===== src/rtl/alu_sequencer.sv =====
// alu_sequencer: runs one register-register instruction at a time on the shared
// datapath. Owns the single reg_file port (read rs1, read rs2, write rd) and drives
// the combinational ALU from latched operands. Completion is signalled by a
// one-cycle done pulse, qualified by err for illegal opcodes.
module alu_sequencer #(
  parameter int DATA_W = 8,
  parameter int ADDR_W = 3,
  parameter int OP_W   = 4
) (
  input  logic              clk,
  input  logic              rst_n,
  input  logic              instr_valid,
  output logic              instr_ready,
  input  logic [OP_W-1:0]   instr_op,
  input  logic [ADDR_W-1:0] instr_rd,
  input  logic [ADDR_W-1:0] instr_rs1,
  input  logic [ADDR_W-1:0] instr_rs2,
  input  logic [DATA_W-1:0] instr_imm,
  output logic              reg_rw,
  output logic [ADDR_W-1:0] reg_addr,
  output logic [DATA_W-1:0] reg_data_in,
  input  logic [DATA_W-1:0] reg_data_out,
  output logic [DATA_W-1:0] alu_reg_1,
  output logic [DATA_W-1:0] alu_reg_2,
  output logic [OP_W-1:0]   alu_op,
  input  logic [DATA_W-1:0] alu_out,
  output logic              done,
  output logic [DATA_W-1:0] result,
  output logic              err
);

  localparam logic [OP_W-1:0] OP_SLT = OP_W'(4);
  localparam logic [OP_W-1:0] OP_LI  = OP_W'(15);

  typedef enum logic [2:0] {
    S_IDLE,
    S_RD1,
    S_RD2,
    S_LAT,
    S_WB
  } state_t;

  state_t              state;
  logic [OP_W-1:0]     op_q;
  logic [ADDR_W-1:0]   rd_q;
  logic [ADDR_W-1:0]   rs1_q;
  logic [ADDR_W-1:0]   rs2_q;
  logic [DATA_W-1:0]   imm_q;
  logic [DATA_W-1:0]   op1_q;
  logic [DATA_W-1:0]   op2_q;
  logic [DATA_W-1:0]   result_q;
  logic                done_q;
  logic                err_q;

  logic                in_is_alu;
  logic                q_is_li;
  logic                q_is_illegal;
  logic [DATA_W-1:0]   wb_data;

  // Opcodes 0..4 go through the ALU, 15 loads the immediate, the rest are illegal.
  assign in_is_alu    = (instr_op <= OP_SLT);
  assign q_is_li      = (op_q == OP_LI);
  assign q_is_illegal = !(op_q <= OP_SLT) && !q_is_li;
  assign wb_data      = q_is_li ? imm_q : alu_out;

  assign instr_ready = (state == S_IDLE);
  assign alu_reg_1   = op1_q;
  assign alu_reg_2   = op2_q;
  assign alu_op      = op_q;
  assign done        = done_q;
  assign err         = err_q;
  assign result      = result_q;

  // Sequencer FSM: accept, walk the read/latch/write slots, retire with a done pulse.
  // Illegal opcodes take the write slot with the write suppressed, so their
  // latency matches LI and instr_ready stays low until done is raised.
  // NOTE: all state here uses non-blocking assignments so every register samples
  // the pre-edge values; blocking assignments would create ordering races.
  always_ff @(posedge clk or negedge rst_n) begin
    if (!rst_n) begin
      state    <= S_IDLE;
      op_q     <= '0;
      rd_q     <= '0;
      rs1_q    <= '0;
      rs2_q    <= '0;
      imm_q    <= '0;
      op1_q    <= '0;
      op2_q    <= '0;
      result_q <= '0;
      done_q   <= 1'b0;
      err_q    <= 1'b0;
    end else begin
      done_q <= 1'b0;
      err_q  <= 1'b0;
      case (state)
        S_IDLE: begin
          if (instr_valid) begin
            op_q  <= instr_op;
            rd_q  <= instr_rd;
            rs1_q <= instr_rs1;
            rs2_q <= instr_rs2;
            imm_q <= instr_imm;
            state <= in_is_alu ? S_RD1 : S_WB;
          end
        end
        S_RD1: state <= S_RD2;
        S_RD2: begin
          op1_q <= reg_data_out;
          state <= S_LAT;
        end
        S_LAT: begin
          op2_q <= reg_data_out;
          state <= S_WB;
        end
        S_WB: begin
          done_q <= 1'b1;
          if (q_is_illegal) begin
            err_q <= 1'b1;
          end else begin
            result_q <= wb_data;
          end
          state <= S_IDLE;
        end
        default: state <= S_IDLE;
      endcase
    end
  end

  // Register-file port decode from registered state only; reset forces IDLE, so
  // reg_rw drops asynchronously and no write can happen during reset.
  // NOTE: every output gets a default before the case so no latch is inferred.
  always_comb begin
    reg_rw      = 1'b0;
    reg_addr    = '0;
    reg_data_in = '0;
    case (state)
      S_RD1: reg_addr = rs1_q;
      S_RD2: reg_addr = rs2_q;
      S_WB: begin
        reg_addr = rd_q;
        if (!q_is_illegal) begin
          reg_rw      = 1'b1;
          reg_data_in = wb_data;
        end
      end
      default: ;
    endcase
  end

endmodule

===== config.mk =====
export PLATFORM = sky130hd
export DESIGN_NAME = alu_sequencer
export DESIGN_NICKNAME = d
export VERILOG_FILES = /design/src/rtl/alu_sequencer.sv
export SDC_FILE = /design/constraint.sdc
export NUM_CORES = 1
export LEC_CHECK = 0
export BUFFER_PORTS_ARGS = -buffer_cell sky130_fd_sc_hd__clkbuf_2
export CELL_PAD_IN_SITES_DETAIL_PLACEMENT = 1
export CELL_PAD_IN_SITES_GLOBAL_PLACEMENT = 2
export CORE_MARGIN = 3
export CORE_UTILIZATION = 33
export CTS_CLUSTER_SIZE = 24
export DETAILED_ROUTE_END_ITERATION = 10
export GPL_TIMING_DRIVEN = 1
export PLACE_DENSITY_LB_ADDON = 0.1
export SLEW_MARGIN = 40
export SYNTH_ARGS = -nofsm -noshare
export SYNTH_HDL_FRONTEND = slang
export SYNTH_SLANG_ARGS = --single-unit

===== constraint.sdc =====
create_clock -name clk -period 3.2 [get_ports clk]
set_clock_uncertainty 0.1 [all_clocks]
set_input_delay 0.8 -clock clk [delete_from_list [all_inputs] [get_ports clk]]
set_output_delay 0.8 -clock clk [all_outputs]
set_load 0.01 [all_outputs]

==> run summary, run 1 <==
FMAX = 341.3 MHz
Global Route Usage Sum = 14.80%
Final setup margin = 0.2702 ns
Core area = 6422 µm²
Mapped cell area = 2217 µm²
Largest net degree at the start of global routing = 51
Grt ovf = 0
CTS Buf Count = 5
Yosys warns = 0
Clk network pwr share = 15.4%
Die Width = 87.97 µm
Vias in the first global route = 1767
Max transition margin = 56.28%
Rows = 29
Slowest Stage Delay on Critical Path = 0.59 ns
Vias/cell = 5.190
Switching power = 1.049 mW
Crit end category = primary output
Syn-to-layout area delta = 26.18%
Unique masters post-synth = 32
GP Congestion = 0.6880
Final hold vios = 0
Syn nets = 207
Leak pwr = 1.276 nW
Number of remaining DRC errors = 0
Register bit total from synthesis = 50
Setup TNS = 0 ns
HPWL after DPL = 4111 µm
Initial Util = 34.52%
Final setup violating endpoints = 0
Startpoint types = flop
Critical path type = flop to primary output
MaxCap Viol Count = 0
H-tree Lvls = 2
Sw Share = 36.83%
Comb pwr share = 42.3%
Drt first-iter violations = 30
Slowest CP cell = or3b_1
Top Family by Delay on Critical Path = simple AND/OR/NAND/NOR gates
Sequential cell area fraction in the yosys report = 56.43%
Io pins = 83
Max Slew Vio Count = 0
Buf/Inv on CP = 1
Port bufs = 82
Clk_lat worst skew = 0.29 ns
Die Area = 7738 µm²
CTS Sinks = 50
Layout Nets = 288
Final worst-path cycle share = 91.56%
Syn avg cell area = 13.28 µm²
Number of gates resized after CTS = 0
Worst Tran Pin Value = 0.6514 ns
Total design power = 2.849 mW
Clk root buf = clkbuf_8
Router iterations before antenna repair = 4
Remaining antenna violation count after routing = 0
Reg power frac = 42.4%
CTS tree = built
First-pass GRT wire length = 8852 µm
Initial antenna violation count = 0
Pre-CTS WS = 0.5820 ns
Hold WC Path Type = flop to flop
Cell Int Power = 1.800 mW
DR WL/cell = 16.97 µm
Share of post-route cells with drive strength above 1 = 53.01%
Clock slew at reported path FFs = 0.09 ns
Die Ht = 87.97 µm
Final worst path period need = 2.930 ns
R2R depth = 3
Cells after synthesis = 167
Longest Clk Path Bufs = 2
Run status = finished clean
Cell Chain, Critical Path = or3b_1 > o22ai_4 > clkbuf_2
Worst Hold Depth = 1
Post-Route WL = 5532 µm
Final hold slack = 0.4146 ns
PD cells = 1018 nW/µm²
CP Depth = 3
DR vias = 1692
WP data arrival = 2.03 ns
Cts hold-fix bufs = 0
Worst Path Max Fanout = 11
Number of inserted diodes = 0
RSZ-0062 raised after global routing = false
Maximum vdd drop = 300.1 µV
Post-CTS Setup Bufs = 0
CP required = 2.30 ns
[routing by layer]
layer  track usage, %  part of all wire [%]  vias up
met5                0                     0        -
met4            3.347                  0.67        0
met3            4.139                   6.9        4
met2            23.36                    47       61
met1            20.27                    46      837
li1                 -                     -      790
[placed cells by master (no fill, tap or decap), types with 2 or more instances in the layout]
cell type  count
a2bb2oi_1      7
clkbuf_2      82
nand2_1        5
mux2_2        35
clkbuf_1       2
buf_4          4
nor2b_1        2
o21a_1         3
a32oi_1        8
clkbuf_8       5
nor2_1        11
o21ai_0        5
dfrtp_1       50
a22oi_1        3
nor3b_1        2
o32ai_1        8
[flip-flops by register name, indices dropped and copies added (netlist names)]
signal	flops
alu_op	4
alu_reg_2	8
imm_q	8
err	1
rs2_q	3
alu_reg_1	8
result	8
done	1
rs1_q	3
state	3
rd_q	3
[cell usage after synthesis]
| library cell | count | area, µm² |
|---|---|---|
| and2_1 | 1 | 6.260 |
| a2bb2oi_1 | 7 | 61.31 |
| nor3_1 | 1 | 5.000 |
| a32oi_1 | 8 | 70.07 |
| mux2_2 | 35 | 394.1 |
| inv_1 | 1 | 3.750 |
| clkbuf_1 | 4 | 15.01 |
| or2_2 | 1 | 6.260 |
| o21ai_1 | 1 | 5.000 |
| nor2b_1 | 2 | 12.51 |
| o22ai_4 | 1 | 20.02 |
| o32ai_1 | 8 | 70.07 |
| a2bb2oi_2 | 1 | 15.01 |
| nor2_1 | 11 | 41.29 |
| nand4_1 | 1 | 6.260 |
| buf_6 | 1 | 11.26 |
| a22oi_1 | 3 | 22.52 |
| a21oi_1 | 1 | 5.000 |
| clkinv_1 | 1 | 3.750 |
| o21ai_0 | 5 | 25.02 |
| or4b_4 | 1 | 13.76 |
| mux2_1 | 1 | 11.26 |
| buf_4 | 4 | 30.03 |
| or3b_1 | 1 | 8.760 |
| a211oi_1 | 1 | 7.510 |
| o21a_1 | 3 | 22.52 |
| nor3b_1 | 2 | 15.01 |
| dfrtp_1 | 50 | 1251 |
| nor4b_2 | 1 | 15.01 |
| buf_2 | 3 | 15.01 |
| and4_1 | 1 | 8.760 |
| nand2_1 | 5 | 18.77 |
[cell type report]
class	instances	area [µm²]
clock buffers	7	76.32
clock inverters	1	30.03
fillers	700	3625
inverters	2	7.507
multi-input cells	103	895.9
flip-flops and latches	50	1251
well taps	77	96.34
repair buffers	86	440.4
[power by group through the flow]
stage	clock network, mW	logic, mW	registers [mW]
global placement	0	1.22	1.21
global route	0.485	1.33	1.27
CTS	0.458	1.23	1.21
finish	0.437	1.20	1.21
detailed placement	0	1.22	1.22
floorplan	0	0.785	1.21
[path summary, 6_finish.rpt]
check	start	to	slack [ns]
setup reg to reg	state[2]	alu_op[1]	1.25
max in group asynchronous	rst_n	err	2.06
setup / recovery	state[2]	reg_rw	0.27
min in group asynchronous	rst_n	result[2]	0.51
hold / removal	alu_reg_1[5]	alu_reg_1[5]	0.41
hold reg to reg	alu_reg_1[5]	alu_reg_1[5]	0.41
[through the flow]
stage,cells,util [%],area [µm²]
detailed placement,318,41.91,2691
floorplan,167,-,2217
global placement,318,41.91,2691
finish,326,43.56,2798
CTS,326,43.56,2798
global route,326,43.56,2798
[kinds of logic after synthesis]
family,share of synthesized area (%)
AOI/OAI and AO/OA,14.62
muxes,18.28
buffers and inverters,3.555
and+or+nand+nor,7.111
DFF,56.43
No activity file was read; power rests on OpenSTA's default activity.
==> run 2: changes to the inputs <==
--- a/config.mk
+++ b/config.mk
@@ -6,10 +6,12 @@
 export NUM_CORES = 1
 export LEC_CHECK = 0
 export BUFFER_PORTS_ARGS = -buffer_cell sky130_fd_sc_hd__clkbuf_2
+export CAP_MARGIN = 20
 export CELL_PAD_IN_SITES_DETAIL_PLACEMENT = 1
 export CELL_PAD_IN_SITES_GLOBAL_PLACEMENT = 2
 export CORE_MARGIN = 3
-export CORE_UTILIZATION = 33
+export CORE_UTILIZATION = 35
+export CTS_BUF_LIST = sky130_fd_sc_hd__clkbuf_4
 export CTS_CLUSTER_SIZE = 24
 export DETAILED_ROUTE_END_ITERATION = 10
 export GPL_TIMING_DRIVEN = 1
==> run summary, run 2 (synthesis gave the netlist of run 1 again) <==
Clk root buf = clkbuf_4
Largest net degree at the start of global routing = 51 (unchanged)
Worst Path Max Fanout = 11 (unchanged)
Vias/cell = 5.207 (+0.32%)
Die Ht = 85.59 µm (-2.7%)
Setup TNS = 0 ns (unchanged)
Cell Int Power = 1.662 mW (-7.7%)
Buf/Inv on CP = 1 (unchanged)
Number of inserted diodes = 0 (unchanged)
R2R depth = 3 (unchanged)
CP Depth = 3 (unchanged)
Commonest non-fill, non-tap cell in the layout = clkbuf_2
Final setup violating endpoints = 0 (unchanged)
Layout Nets = 289 (+0.35%)
Remaining antenna violation count after routing = 0 (unchanged)
Area of the multi-input gates = 895.9 µm² (unchanged)
Worst Setup EP = reg_rw
Critical path type = flop to primary output
Flop2flop setup slack = 1.29 ns (+0.04 ns)
Vias in the first global route = 1830 (+3.6%)
Final worst path period need = 3.016 ns (+0.08600 ns)
Cts hold-fix bufs = 0 (unchanged)
Top Family by Delay on Critical Path = simple AND/OR/NAND/NOR gates
Maximum vdd drop = 414.6 µV (+38%)
R2R Path End = result[2]
Port bufs = 82 (unchanged)
Core area = 6026 µm² (-6.2%)
Initial Util = 36.79% (+2.3 points)
RSZ-0062 raised after global routing = false
Number of remaining DRC errors = 0 (unchanged)
FMAX = 331.6 MHz (-2.9%)
Leak pwr = 1.255 nW (-1.6%)
Syn-to-layout area delta = 24.04%
Drt first-iter violations = 41 (+37%)
Most frequent cells in the layout = clkbuf_2 (82), dfrtp_1 (49), mux2_2 (35)
Final worst-path cycle share = 94.25% (+2.7 points)
Post-CTS Setup Bufs = 0 (unchanged)
Startpoint types = flop
HPWL after DPL = 4159 µm (+1.2%)
Met2 GRT Util = 25.85% (+2.5 points)
Clk network pwr share = 10.6% (-4.8 points)
Cell Chain, Critical Path = or3b_1 > o22ai_4 > clkbuf_2
GP Congestion = 0.7118 (+3.5%)
WP data arrival = 2.12 ns (+0.09 ns)
PD cells = 984.6 nW/µm² (-3.3%)
Clock slew at reported path FFs = 0.14 ns (+0.05 ns)
DR WL/cell = 17.17 µm (+1.2%)
Busiest grt layer = met2
DR vias = 1687 (-0.30%)
Finished Layout Cells = 324 (-0.61%)
Share of post-route cells with drive strength above 1 = 54.22% (+1.2 points)
Crit end category = primary output
Longest Clk Path Bufs = 2 (unchanged)
Rows = 28 (-3.4%)
Inst Count DP = 317 (-0.31%)
CTS Sinks = 50 (unchanged)
Met3 GRT Util = 4.707% (+0.57 points)
Max transition margin = 55.47% (-0.82 points)
Core Util, Final = 45.64% (+2.1 points)
Crit path launch = state[0]
CTS Buf Count = 5 (unchanged)
Initial antenna violation count = 0 (unchanged)
Die Area = 7326 µm² (-5.3%)
Worst Tran Pin Value = 0.6636 ns (+0.01220 ns)
Clk_lat worst skew = 0.36 ns (+0.07 ns)
Slowest Stage Delay on Critical Path = 0.63 ns (+0.04 ns)
Fillers = 707 (+1.0%)
Router iterations before antenna repair = 4 (unchanged)
Reg2reg start = state[0]
Reg power frac = 44.5% (+2.1 points)
Sw Share = 38.64% (+1.8 points)
Switching power = 1.046 mW (-0.29%)
Post-Route WL = 5562 µm (+0.54%)
Hold WC Path Type = primary input to asynchronous set/reset pin
Sequential Area = 1252 µm² (about the same)
Grt ovf = 0 (unchanged)
Met1 GRT Util = 21.43% (+1.2 points)
Final setup margin = 0.1842 ns (-0.08600 ns)
CP required = 2.30 ns (about the same)
Slowest CP cell = or3b_1
CTS tree = built
MaxCap Viol Count = 0 (unchanged)
First-pass GRT wire length = 9384 µm (+6.0%)
Global Route Usage Sum = 16.13% (+1.3 points)
H-tree Lvls = 2 (unchanged)
Comb pwr share = 45.0% (+2.7 points)
Die Width = 85.59 µm (-2.7%)
Number of gates resized after CTS = 0 (unchanged)
Run status = finished clean
Max Slew Vio Count = 0 (unchanged)
Io pins = 83 (unchanged)
Final hold vios = 0 (unchanged)
Pre-CTS WS = 0.5443 ns (-0.03775 ns)
-- run 2: worst min path at each step --
| stage | start | slack (ns) | to |
|---|---|---|---|
| 6_report | rst_n | 0.42 | result[5] |
| 3_5_place_dp | alu_reg_2[4] | 0.39 | alu_reg_2[4] |
| 4_1_cts | alu_reg_2[4] | 0.42 | alu_reg_2[4] |
| 3_3_place_gp | alu_reg_2[5] | 0.39 | alu_reg_2[5] |
| 5_1_grt | alu_reg_2[3] | 0.44 | alu_reg_2[3] |
| 2_1_floorplan | rd_q[0] | 0.38 | rd_q[0] |
-- run 2: final cells by class --
class | instances | area share, %
Multi-Input combinational cell | 103 | 32.58
Inverter | 2 | 0.2730
Sequential cell | 50 | 45.54
Timing Repair Buffer | 87 | 16.29
Tap cell | 75 | 3.412
Clock buffer | 6 | 1.638
Clock inverter | 1 | 0.2730
-- run 2: stage by stage --
| step | cell area, µm² | total power, mW | hold slack (ns) |
|---|---|---|---|
| after floorplan | 2217 | 1.996 | 0.3804 |
| after global placement | 2696 | 2.428 | 0.3871 |
| after detailed placement | 2696 | 2.468 | 0.3922 |
| after CTS | 2749 | 2.760 | 0.4250 |
| after global routing | 2750 | 2.941 | 0.4363 |
| final | 2750 | 2.708 | 0.4178 |
-- run 2: worst reg2reg max path, delay by kind of cell, from the launching register on --
family	cells	cell delay, ns
AO/OA/AOI/OAI	2	0.62
flip-flops	1	0.51
AND/OR/NAND/NOR	1	0.63
-- run 2: power groups by stage --
stage | registers, mW | clock network (mW) | logic [mW]
finish | 1.20 | 0.286 | 1.22
global route | 1.26 | 0.333 | 1.34
CTS | 1.21 | 0.304 | 1.25
detailed placement | 1.22 | 0 | 1.25
global placement | 1.21 | 0 | 1.22
floorplan | 1.21 | 0 | 0.785
-- run 2: layer usage --
| metal | vias up | part of all wire [%] | wire (µm) |
|---|---|---|---|
| li1 | 794 | - | - |
| met1 | 834 | 43 | 2411 |
| met2 | 53 | 49 | 2727 |
| met3 | 6 | 6.5 | 360 |
| met4 | 0 | 1.1 | 61 |
| met5 | - | 0 | 0 |
